$ cat config.mk
export PLATFORM = sky130hd
export DESIGN_NAME = program_loader
export DESIGN_NICKNAME = d
export VERILOG_FILES = /design/src/rtl/program_loader.sv
export SDC_FILE = /design/constraint.sdc
export NUM_CORES = 1
export LEC_CHECK = 0
export CORE_ASPECT_RATIO = 1.2
export CORE_MARGIN = 1
export CORE_UTILIZATION = 52
export DETAILED_ROUTE_END_ITERATION = 8
export PLACE_DENSITY = 0.79
export SLEW_MARGIN = 20
export SYNTH_ARGS = -nofsm -noshare
export SYNTH_HDL_FRONTEND = slang
export SYNTH_SLANG_ARGS = --single-unit
$ cat constraint.sdc
create_clock -name clk -period 2.4 [get_ports clk]
set_clock_uncertainty 0.15 [all_clocks]
set_input_delay 0.36 -clock clk [delete_from_list [all_inputs] [get_ports clk]]
set_output_delay 0.36 -clock clk [all_outputs]
set_load 0.05 [all_outputs]
$ cat src/rtl/program_loader.sv
// program_loader: boot-time image loader for the single-cycle ARM-style core.
// A valid/ready byte stream carries a one-byte word count N followed by
// N big-endian instruction words. Each assembled word is written to
// instruction memory in order, and the core is held in reset until the last
// word has been committed.
//
// Ports:
//   clk, rst          clock (rising edge), asynchronous active-low reset
//   start             one-cycle pulse that (re)starts a load session
//   byte_in/valid     image byte stream; byte_ready is the back-pressure
//   imem_we/addr/wdata instruction memory write port
//   cpu_rst           active-high reset to the processor
//   load_done         image complete, processor released
//   load_error        session aborted (bad header or inter-byte timeout)
//   words_loaded      words committed in the current session
module program_loader #(
  parameter int unsigned word_size           = 32,
  parameter int unsigned instruct_mem_length = 64,
  parameter int unsigned timeout_cycles      = 1000
) (
  input  logic                                   clk,
  input  logic                                   rst,
  input  logic                                   start,
  input  logic [7:0]                             byte_in,
  input  logic                                   byte_valid,
  output logic                                   byte_ready,
  output logic                                   imem_we,
  output logic [$clog2(instruct_mem_length)-1:0] imem_addr,
  output logic [word_size-1:0]                   imem_wdata,
  output logic                                   cpu_rst,
  output logic                                   load_done,
  output logic                                   load_error,
  output logic [$clog2(instruct_mem_length):0]   words_loaded
);

  localparam int unsigned AW  = $clog2(instruct_mem_length);
  localparam int unsigned WLW = AW + 1;
  localparam int unsigned BPW = word_size / 8;
  localparam int unsigned BCW = (BPW > 1) ? $clog2(BPW) : 1;
  localparam int unsigned ICW = $clog2(timeout_cycles + 1);

  localparam logic [2:0] S_IDLE    = 3'd0;
  localparam logic [2:0] S_HEADER  = 3'd1;
  localparam logic [2:0] S_COLLECT = 3'd2;
  localparam logic [2:0] S_WRITE   = 3'd3;
  localparam logic [2:0] S_DONE    = 3'd4;
  localparam logic [2:0] S_ERROR   = 3'd5;

  logic [2:0]           state_q, state_d;
  logic [AW-1:0]        last_q, last_d;     // index of the final word (N-1)
  logic [AW-1:0]        widx_q, widx_d;
  logic [BCW-1:0]       bcnt_q, bcnt_d;
  logic [ICW-1:0]       idle_q, idle_d;
  logic [word_size-1:0] asm_q, asm_d;
  logic [WLW-1:0]       wl_q, wl_d;
  logic                 done_q, done_d;
  logic                 err_q, err_d;
  logic                 cpu_rst_q, cpu_rst_d;

  logic accept;
  logic hdr_ok;

  assign byte_ready = (state_q == S_HEADER) || (state_q == S_COLLECT);
  assign accept     = byte_valid && byte_ready;
  assign hdr_ok     = (byte_in != 8'd0) && ({24'd0, byte_in} <= instruct_mem_length);

  // start in the WRITE cycle cancels that cycle's write.
  assign imem_we      = (state_q == S_WRITE) && !start;
  assign imem_addr    = widx_q;
  assign imem_wdata   = asm_q;
  assign cpu_rst      = cpu_rst_q;
  assign load_done    = done_q;
  assign load_error   = err_q;
  assign words_loaded = wl_q;

  always_comb begin
    state_d   = state_q;
    last_d    = last_q;
    widx_d    = widx_q;
    bcnt_d    = bcnt_q;
    idle_d    = idle_q;
    asm_d     = asm_q;
    wl_d      = wl_q;
    done_d    = done_q;
    err_d     = err_q;
    cpu_rst_d = cpu_rst_q;

    if (start) begin
      // start overrides everything, including a coincident byte handshake.
      state_d   = S_HEADER;
      widx_d    = '0;
      bcnt_d    = '0;
      idle_d    = '0;
      wl_d      = '0;
      done_d    = 1'b0;
      err_d     = 1'b0;
      cpu_rst_d = 1'b1;
    end else begin
      case (state_q)
        S_HEADER: begin
          if (accept) begin
            if (hdr_ok) begin
              last_d  = AW'(byte_in - 8'd1);
              widx_d  = '0;
              bcnt_d  = '0;
              idle_d  = '0;
              state_d = S_COLLECT;
            end else begin
              err_d   = 1'b1;
              state_d = S_ERROR;
            end
          end
        end
        S_COLLECT: begin
          if (accept) begin
            asm_d  = (asm_q << 8) | word_size'(byte_in);
            idle_d = '0;
            if (bcnt_q == BCW'(BPW - 1)) begin
              bcnt_d  = '0;
              state_d = S_WRITE;
            end else begin
              bcnt_d = bcnt_q + BCW'(1);
            end
          end else if (idle_q == ICW'(timeout_cycles - 1)) begin
            err_d   = 1'b1;
            state_d = S_ERROR;
          end else begin
            idle_d = idle_q + ICW'(1);
          end
        end
        S_WRITE: begin
          wl_d   = wl_q + WLW'(1);
          idle_d = '0;
          if (widx_q == last_q) begin
            state_d = S_DONE;
          end else begin
            widx_d  = widx_q + AW'(1);
            state_d = S_COLLECT;
          end
        end
        S_DONE: begin
          // Registered from the state so the release lands one edge after
          // DONE is entered (two edges after the last byte).
          done_d    = 1'b1;
          cpu_rst_d = 1'b0;
        end
        default: ;
      endcase
    end
  end

  always_ff @(posedge clk or negedge rst) begin
    if (!rst) begin
      state_q   <= S_IDLE;
      last_q    <= '0;
      widx_q    <= '0;
      bcnt_q    <= '0;
      idle_q    <= '0;
      asm_q     <= '0;
      wl_q      <= '0;
      done_q    <= 1'b0;
      err_q     <= 1'b0;
      cpu_rst_q <= 1'b1;
    end else begin
      state_q   <= state_d;
      last_q    <= last_d;
      widx_q    <= widx_d;
      bcnt_q    <= bcnt_d;
      idle_q    <= idle_d;
      asm_q     <= asm_d;
      wl_q      <= wl_d;
      done_q    <= done_d;
      err_q     <= err_d;
      cpu_rst_q <= cpu_rst_d;
    end
  end

endmodule

== Word level (Yosys, flattened, before mapping) ==
Cells that the tools add are included.
Operators by class
  add/subtract/negate cells: 5
  multipliers: 0
  div/mod/pow operators: 0
  $lt $le $gt $ge: 1
  equality and inequality tests: 17
  shifts and indexed selects: 0
  muxes and demuxes: 37
  bitwise logic cells: 2
  reduce and logical (&&, ||, !) cells: 18
Operators by type and width (number)
  $mux 10: 5
  $or 32x8->32: 1
  $pmux 10 s3: 1
  $mux 6: 4
  $mux 3: 7
  $reduce_and 4->1: 5
  $ne 3x3->1 const B: 6
  $mux 7: 2
  $pmux 6 s2: 1
  $add 10x1->10 const B: 1
  $eq 10x10->1 const B: 1
  $mux 2: 5
  $mux 1: 9
  $pmux 3 s3: 1
  $le 8x7->1 const B: 1
  $ne 4x3->1 const B: 2
  $reduce_bool 8->1: 1
  $add 7x1->7 const B: 1
  $add 6x1->6 const B: 1
  $eq 3x2->1 const B: 2
  $eq 6x6->1: 1
  $reduce_bool 3->1: 2
  $sub 6x1->6 const B: 1
  $reduce_and 5->1: 1
  15 further kinds: 18
Storage, ports and cells
  register bits after elaboration: 69
  bits in latches: 0
  memory bits (writable): 0
  bits in read-only memories: 0
  output and inout bits: 50
  logic and storage cells: 90
  memories: 0

== Logic depth before layout (Yosys ltp) ==
Gate-level depths: netlist of run 1.
  depth after elaboration: 6
  depth in mapped cells: 8

== Worst setup path after synthesis of run 1 ==
No wires, ideal clock.
  path kind: input port to flip-flop
  start point: input port byte_in[0]
  end point: register widx_q[0] (netlist: imem_addr[0])
  library setup time: 125 ps
  data arrival time: 2349 ps
  data required time: 2125 ps
  slack: -225 ps
  stages: 8
  buffers on the path: 1
  cell sequence: inv_1 ha_1 or4b_4 or4_4 and3_4 or2_1 buf_6 mux2_4
On the way
  cells in the longest elaborated chain, start to end: 4
  elaborated cells on any way between the ends: 5
  classes of those cells: 1 x order compare; 1 x eq/ne; 3 x reduce/logical
RTL lines
  start, declared: RTL line 24  | input logic [7:0] byte_in,
  $le 8x7->1 / $reduce_bool 8->1 (equally long branches): RTL line 65  | assign hdr_ok = (byte_in != 8'd0) && ({24'd0, byte_in} <= instruct_mem_length);
  $logic_and 1x1->1 *: RTL line 65
  $ne 3x3->1 (no line) *
  $reduce_and 4->1 (no line) *
  end signal, assigned: RTL line 167  | widx_q <= widx_d;
  end, declared: RTL line 51  | logic [AW-1:0] widx_q, widx_d;
Mark *: on every way between the ends. The rest lies on a longest branch, timed or not.
A chain may end at the register's enable or synchronous reset.

== Final worst setup path of run 1 ==
  start point: input port byte_in[4]
  end point: register last_q[5]
On the way
  cells in the longest elaborated chain, start to end: 3
  elaborated cells on any way between the ends: 5
  classes of those cells: 1 x add/sub; 1 x order compare; 3 x reduce/logical
RTL lines
  $le 8x7->1 / $reduce_bool 8->1 (equally long branches): RTL line 65
  $logic_and 1x1->1: RTL line 65
  $reduce_and 4->1 (no line)
  end signal, assigned: RTL line 166  | last_q <= last_d;
  end, declared: RTL line 50  | logic [AW-1:0] last_q, last_d;
Several ways; a longest one is shown, not always the timed one.

==> results.md, run 1 <==
* Status: finished clean
* I/O Buffers at 61
* Clock sink count at 69
* Worst R2R Start: imem_addr[4]
* Vias per cell at 5.44
* Core footprint at around 0.0061 mm²
* Critical path's largest stage delay at between 500 and 600 ps
* Chip Width at between 70 and 80 µm
* DRT antenna net count at 0
* Synthesized instance count at a little over 300
* DP HPWL at 5020 µm
* Rows at 31
* Worst EP arrival at roughly 2400 ps
* Pins Over Slew Limit at 0
* Worst hold path endpoint: last_q[1]
* Num CTS Buffers at 9
* Worst Path Required at between 2000 and 2500 ps
* Total die area at between 0.006 and 0.007 mm²
* Post-Route WL at a little over 7000 µm
* Ratio of cells with drive above 1 in the final layout at between 20% and 30%
* H-tree Lvls at 3
* Final Util at 73.2%
* Fraction of registers with async set/reset at 100%
* Buf/Inv on CP at 1
* Vias in the first global route at 2,499
* # fillers at about 480
* RR Endpoint: imem_addr[0]
* Initial core utilization at 54.8%
* Slew HR at 64.9%
* Die height at about 90 µm
* Synthesis Warnings at 0
* CP max FO at 7
* Mean area per synthesized cell at about 11 µm²
* P&R area growth vs syn at 33.5%
* Min Tclk post-route at about 2300 ps
* DRC violations left at 0
* Worst hold path class: input port to flop
* Top Ports at 62
* RSZ-0062 raised after global routing: no
* First-pass GRT wire length at 11,700 µm
* Hold_sp: byte_in[0]
* # diodes at 0
* Max Cap Viol at 0
* Initial antenna violation count at 0
* Flop-to-flop setup slack at between 300 and 400 ps
* Crit end category: flop
* Placement Setup Slack at -852 ps
* GRT Total Usage at a little under a quarter
* Final worst slack at around 71 ps
* Startpoint class of the critical path: input port
* Vias at approximately 2,600
* Worst Hold Slack at ~280 ps
* Routed length per instance at 14.8 µm
* Worst vdd ir at about 0.48 mV
* Leakage at around 2.2 nW
* Pre-antenna DRT Iters at 4
* Register area share after synthesis at between 50 and 60%
* Syn Std Cell Area at approximately 0.0034 mm²
* Final weighted congestion in routability-driven placement at roughly 0.8
* Clock transition at path regs at 60 ps
* CP Class: input port to flop
* Slew @ Worst Pin at ~520 ps
* Library cells used by synthesis at 47
* Endpoints failing setup at 0
* CP Launch Point: byte_in[4]
* Crit-path slowest cell: or4b_4
* Nets at between 400 and 500
* Skew-Pair Late Insertion Delay at approximately 350 ps
* Final TNS setup at 0 ps
* Largest net degree at the start of global routing at 70
* Pwr dens at between 600 and 700 mW/mm²
* Clock Tree Buf Depth at 2
* Grt total ovfl at 0
* Finished Layout Cells at approximately 480
* Final period util at 97.0%
* Peak Freq at around 0.43 GHz
* Placed cells at 460
* Hold Path Depth at 4
* Clk root buf: clkbuf_8
* Worst-path cell chain: dlygate4sd2_1 > or4b_4 > o21ai_1 > or3b_4 > or3_4 > mux2_4
* #FFs+latches synth at 69
* Final hold vios at 0
* Post-synth EDFFs at 0
* CTS tree: built
* CP delay by family, top: simple AND/OR/NAND/NOR gates
* Iteration-0 DRC count of the detailed router at between 150 and 200
* R2R depth at 5
* Primary FF master, synth: dfrtp_1
* Synth Net Count at roughly 320
==> placed cells by master (no fill, tap or decap), types with 4 or more instances in the layout <==
cell,instances
a211o_1,4
a21oi_1,7
and3_1,10
buf_4,25
clkbuf_8,9
clkdlybuf4s50_1,53
dfrtp_1,68
ha_1,5
inv_1,5
mux2_2,30
mux2_4,7
nand2_1,21
nand2b_1,5
nand3_1,14
nor2_1,24
nor3_1,5
nor3b_1,4
nor4_1,5
o21ai_0,21
xnor2_1,5
xor2_1,13
==> state kept, by name, indices dropped and copies added, names as in the netlist, 2 cells and up <==
| signal | flops |
|---|---|
| imem_wdata | 32 |
| bcnt_q | 2 |
| words_loaded | 7 |
| last_q | 6 |
| state_q | 3 |
| imem_addr | 6 |
| idle_q | 10 |
==> final cells by class <==
class,count,area [µm²],area share [%]
flip-flops and latches,69,1730,38.5
multi-input cells,216,1570,34.9
repair buffers,88,830,18.5
clock buffers,12,135,3.01
well taps,82,103,2.29
clock inverters,4,72.6,1.62
inverters,7,51.3,1.14
==> kinds of logic after synthesis <==
logic type | synth area share, %
simple gates | 16.9
flops | 51.4
compound gates | 8.67
mux | 13.4
buf+inv | 2.68
xor+xnor | 4.69
fa+ha+maj | 2.23
==> per-stage QoR <==
stage | instance area (µm²) | total power, mW
after floorplan | 3410 | 1.80
after global placement | 4270 | 2.02
after detailed placement | 4270 | 2.04
after CTS | 4490 | 3.05
after global routing | 4490 | 3.15
final | 4490 | 3.03
==> per-layer routing <==
| metal | up-vias | track usage (%) | wire length, µm |
|---|---|---|---|
| met1 | 1270 | 29.3 | 3160 |
| met5 | - | 0 | 0 |
| li1 | 1252 | - | - |
| met3 | 11 | 5.04 | 309 |
| met2 | 66 | 36.7 | 3460 |
| met4 | 0 | 9.26 | 126 |
==> cells in the mapped netlist (all sizes together), types with 2 or more instances <==
library cell | count | share of area (%)
and3 | 11 | 2.2
nand3b | 3 | 0.67
nand3 | 14 | 2.1
nor3 | 5 | 0.74
o41ai | 2 | 0.52
a31oi | 2 | 0.37
nor4 | 5 | 0.93
and2 | 2 | 0.37
nand2b | 5 | 0.93
nand2 | 21 | 2.3
xor2 | 13 | 3.4
nor2 | 24 | 2.7
ha | 6 | 2.2
nor2b | 2 | 0.37
buf | 2 | 0.67
xnor2 | 5 | 1.3
a21oi | 7 | 1.0
mux2 | 37 | 13
dfrtp | 68 | 51
nor3b | 4 | 0.89
o21ai | 24 | 3.6
inv | 7 | 0.78
a211o | 4 | 1.0
or2 | 4 | 0.74
clkbuf | 11 | 1.2
==> power breakdown <==
part	internal [mW]	switching (mW)	leakage, nW	total (mW)
sequential	1.26	0.0850	0.935	1.34
combinational	0.291	0.389	1.12	0.680
clock	0.585	0.427	0.101	1.01
==> how the worst max path moves through the flow <==
stage,end,slack (ps),cells after the start
after floorplan,imem_addr[0],-160,8
after global placement,imem_addr[0],-820,8
after detailed placement,last_q[0],-850,8
after CTS,last_q[5],40,6
after global routing,last_q[4],20,6
final,last_q[5],70,6
==> worst min-delay path, cell delays in order <==
cell and delay, ps:
buf_2 150, inv_12 60, ha_4 110, mux2i_1 50
==> repair_timing <==
action	4_1_cts	5_1_grt
pin swaps	5	1
endpoints found under the setup margin	26	6
buffers inserted	1	0
endpoints found under the hold margin	68	0
gates resized for setup	15	0
hold buffers	1	0
(Power assumes the default switching activity.)
==> run 2, diff against run 1 <==
--- a/config.mk
+++ b/config.mk
@@ -5,11 +5,15 @@
 export SDC_FILE = /design/constraint.sdc
 export NUM_CORES = 1
 export LEC_CHECK = 0
+export CELL_PAD_IN_SITES_DETAIL_PLACEMENT = 1
+export CELL_PAD_IN_SITES_GLOBAL_PLACEMENT = 1
 export CORE_ASPECT_RATIO = 1.2
 export CORE_MARGIN = 1
-export CORE_UTILIZATION = 52
+export CORE_UTILIZATION = 41
+export CTS_CLUSTER_SIZE = 16
 export DETAILED_ROUTE_END_ITERATION = 8
-export PLACE_DENSITY = 0.79
+export HOLD_SLACK_MARGIN = 0.1
+export PLACE_DENSITY = 0.8
 export SLEW_MARGIN = 20
 export SYNTH_ARGS = -nofsm -noshare
 export SYNTH_HDL_FRONTEND = slang
==> results.md, run 2 (same netlist as run 1, synthesis figures left out) <==
* Commonest non-fill, non-tap cell in the layout: dfrtp_1 (unchanged)
* Final period util at 96.7% (was 97.0%)
* Clock transition at path regs at 70 ps (was 60 ps)
* # fillers at 820 (was 476)
* Skew-Pair Late Insertion Delay at 340 ps (was 350 ps)
* Max Cap Viol at 0 (unchanged)
* Max reg flops at 32 (unchanged)
* Total die area at 0.00856 mm² (was 0.00679 mm²)
* CTS tree: built (unchanged)
* Slew HR at 56.8% (was 64.9%)
* Flop-to-flop setup slack at 380 ps (about the same)
* RSZ-0062 raised after global routing: no (unchanged)
* Worst hold path endpoint: last_q[1] (unchanged)
* Initial core utilization at 43.1% (was 54.8%)
* Core footprint at 0.00779 mm² (was 0.00613 mm²)
* P_sw at 969 µW (was 901 µW)
* Peak Freq at 0.431 GHz (was 0.429 GHz)
* Most frequent cells in the layout: dfrtp_1 (68), clkdlybuf4s50_1 (53), mux2_2 (30), buf_4 (26), nor2_1 (24) (was dfrtp_1 (68), clkdlybuf4s50_1 (53), mux2_2 (30), buf_4 (25), nor2_1 (24))
* Top Ports at 62 (unchanged)
* Crit end category: flop (unchanged)
* Post-Route WL at 8460 µm (was 7060 µm)
* Status: finished, violations left (was finished clean)
* Vias in the first global route at 2,917 (was 2,499)
* Clock power share at 34.0% (was 33.3%)
* # diodes at 0 (unchanged)
* Slew @ Worst Pin at 648 ps (was 524 ps)
* DRT antenna net count at 0 (unchanged)
* CP max FO at 6 (was 7)
* Worst-path cell chain: dlygate4sd2_1 > or4b_4 > or4_4 > and3_4 > or2_4 > a211o_1 (was dlygate4sd2_1 > or4b_4 > o21ai_1 > or3b_4 > or3_4 > mux2_4)
* I/O Buffers at 61 (unchanged)
* Clock sink count at 69 (unchanged)
* Hold_sp: byte_in[0] (unchanged)
* Vias at 2,670 (was 2,599)
* Clock Tree Buf Depth at 2 (unchanged)
* Iteration-0 DRC count of the detailed router at 97 (was 175)
* Clk root buf: clkbuf_8 (unchanged)
* Rows at 35 (was 31)
* Worst R2R Start: state_q[1] (was imem_addr[4])
* Routed length per instance at 17.2 µm (was 14.8 µm)
* Leakage at 2.20 nW (was 2.16 nW)
* Crit-path slowest cell: or4b_4 (unchanged)
* Pins Over Slew Limit at 0 (unchanged)
* Final weighted congestion in routability-driven placement at 0.747 (was 0.803)
* Worst Path Required at 2470 ps (was 2480 ps)
* Switching share of power at 31.0% (was 29.7%)
* Critical path's largest stage delay at 560 ps (about the same)
* Pre-antenna DRT Iters at 8 (was 4)
* DP HPWL at 6060 µm (was 5020 µm)
* Min Tclk post-route at 2320 ps (was 2330 ps)
* Grt total ovfl at 0 (unchanged)
* Ratio of cells with drive above 1 in the final layout at 25.3% (was 24.0%)
* RR Endpoint: imem_wdata[23] (was imem_addr[0])
* First-pass GRT wire length at 14,400 µm (was 11,700 µm)
* Die height at 101 µm (was 90.1 µm)
* Largest net degree at the start of global routing at 35 (was 70)
* Vias per cell at 5.44 (about the same)
* Placed cells at 473 (was 460)
* CP Launch Point: byte_in[3] (was byte_in[4])
* Pwr dens at 685 mW/mm² (was 676 mW/mm²)
* Startpoint class of the critical path: input port (unchanged)
* CP Class: input port to flop (unchanged)
* Final hold vios at 0 (unchanged)
* Worst hold path class: input port to flop (unchanged)
* Pint at 2.16 mW (was 2.13 mW)
* Worst EP arrival at 2390 ps (was 2400 ps)
* Endpoints failing setup at 0 (unchanged)
* GRT Total Usage at 21.8% (was 22.8%)
* DRC violations left at 2 (was 0)
* Chip Width at 84.7 µm (was 75.4 µm)
* P&R area growth vs syn at 35.9% (was 33.5%)
* Worst vdd ir at 0.319 mV (was 0.483 mV)
* Failing checks: design-rule violations
* H-tree Lvls at 3 (unchanged)
* Hold Path Depth at 4 (unchanged)
* Sequential share of power at 42.7% (was 44.2%)
* Finished Layout Cells at 491 (was 478)
* Initial antenna violation count at 0 (unchanged)
* Logic gate share of total power at 23.2% (was 22.4%)
* Nets at 412 (was 409)
* Num CTS Buffers at 9 (unchanged)
* Final TNS setup at 0 ps (unchanged)
* R2R depth at 6 (was 5)
run 2: changes by cell type in the layout (fill, tap and decap cells not counted), sizes merged:
cell,before,now
clkinv,1,3
clkbuf,12,10
clkinvlp,1,0
inv,7,8
buf,31,34
run 2: cell type report:
type	count	area (µm²)	area share, %
Clock buffer	10	128	2.80
Clock inverter	6	95.1	2.08
Inverter	7	51.3	1.12
Multi-Input combinational cell	216	1570	34.4
Sequential cell	69	1730	37.8
Tap cell	92	115	2.52
Timing Repair Buffer	91	877	19.2
run 2: worst max path at each step:
stage	endpoint	slack [ps]	depth (start not counted)
2_1_floorplan	imem_addr[0]	-160	8
3_3_place_gp	imem_addr[0]	-820	8
3_5_place_dp	imem_addr[5]	-880	8
4_1_cts	last_q[2]	10	6
5_1_grt	imem_we	20	5
6_report	imem_addr[5]	80	6
run 2: power by group through the flow:
stage	clock (mW)	combinational, mW	sequential (mW)
2_1_floorplan	0	0.321	1.48
5_1_grt	1.14	0.780	1.35
3_5_place_dp	0	0.725	1.36
6_report	1.06	0.728	1.34
4_1_cts	1.09	0.734	1.34
3_3_place_gp	0	0.699	1.35
run 2: metal layers:
metal	vias to the layer above	track usage [%]	share of wire [%]
li1	1258	-	-
met5	-	0	0
met1	1346	26.0	43
met3	14	2.77	2.4
met4	0	8.87	2.0
met2	52	40.0	53
run 2: timing repair:
item                                    4_1_cts  5_1_grt
hold endpoints to repair                     26        0
gates resized for setup                      15        1
setup buffers                                 1        0
endpoints found under the setup margin       27        7
pin swaps                                     3        3
hold buffers                                  1        0
run 2: worst max-delay path, delay by kind of cell:
family                 cells  cell delay [ps]
AND/OR/NAND/NOR            4             1480
AO/OA/AOI/OAI              1              310
buffers and inverters      1              250
run 2: metrics by stage:
step	hold WS, ps	power [mW]	setup WS, ps	util (%)	instance area (µm²)
after floorplan	-85.6	1.80	-157	-	3410
after global placement	272	2.05	-822	55.5	4330
after detailed placement	279	2.08	-880	55.5	4330
after CTS	294	3.16	13.6	58.5	4560
after global routing	307	3.27	15.7	58.6	4570
final	295	3.13	78.8	58.6	4570
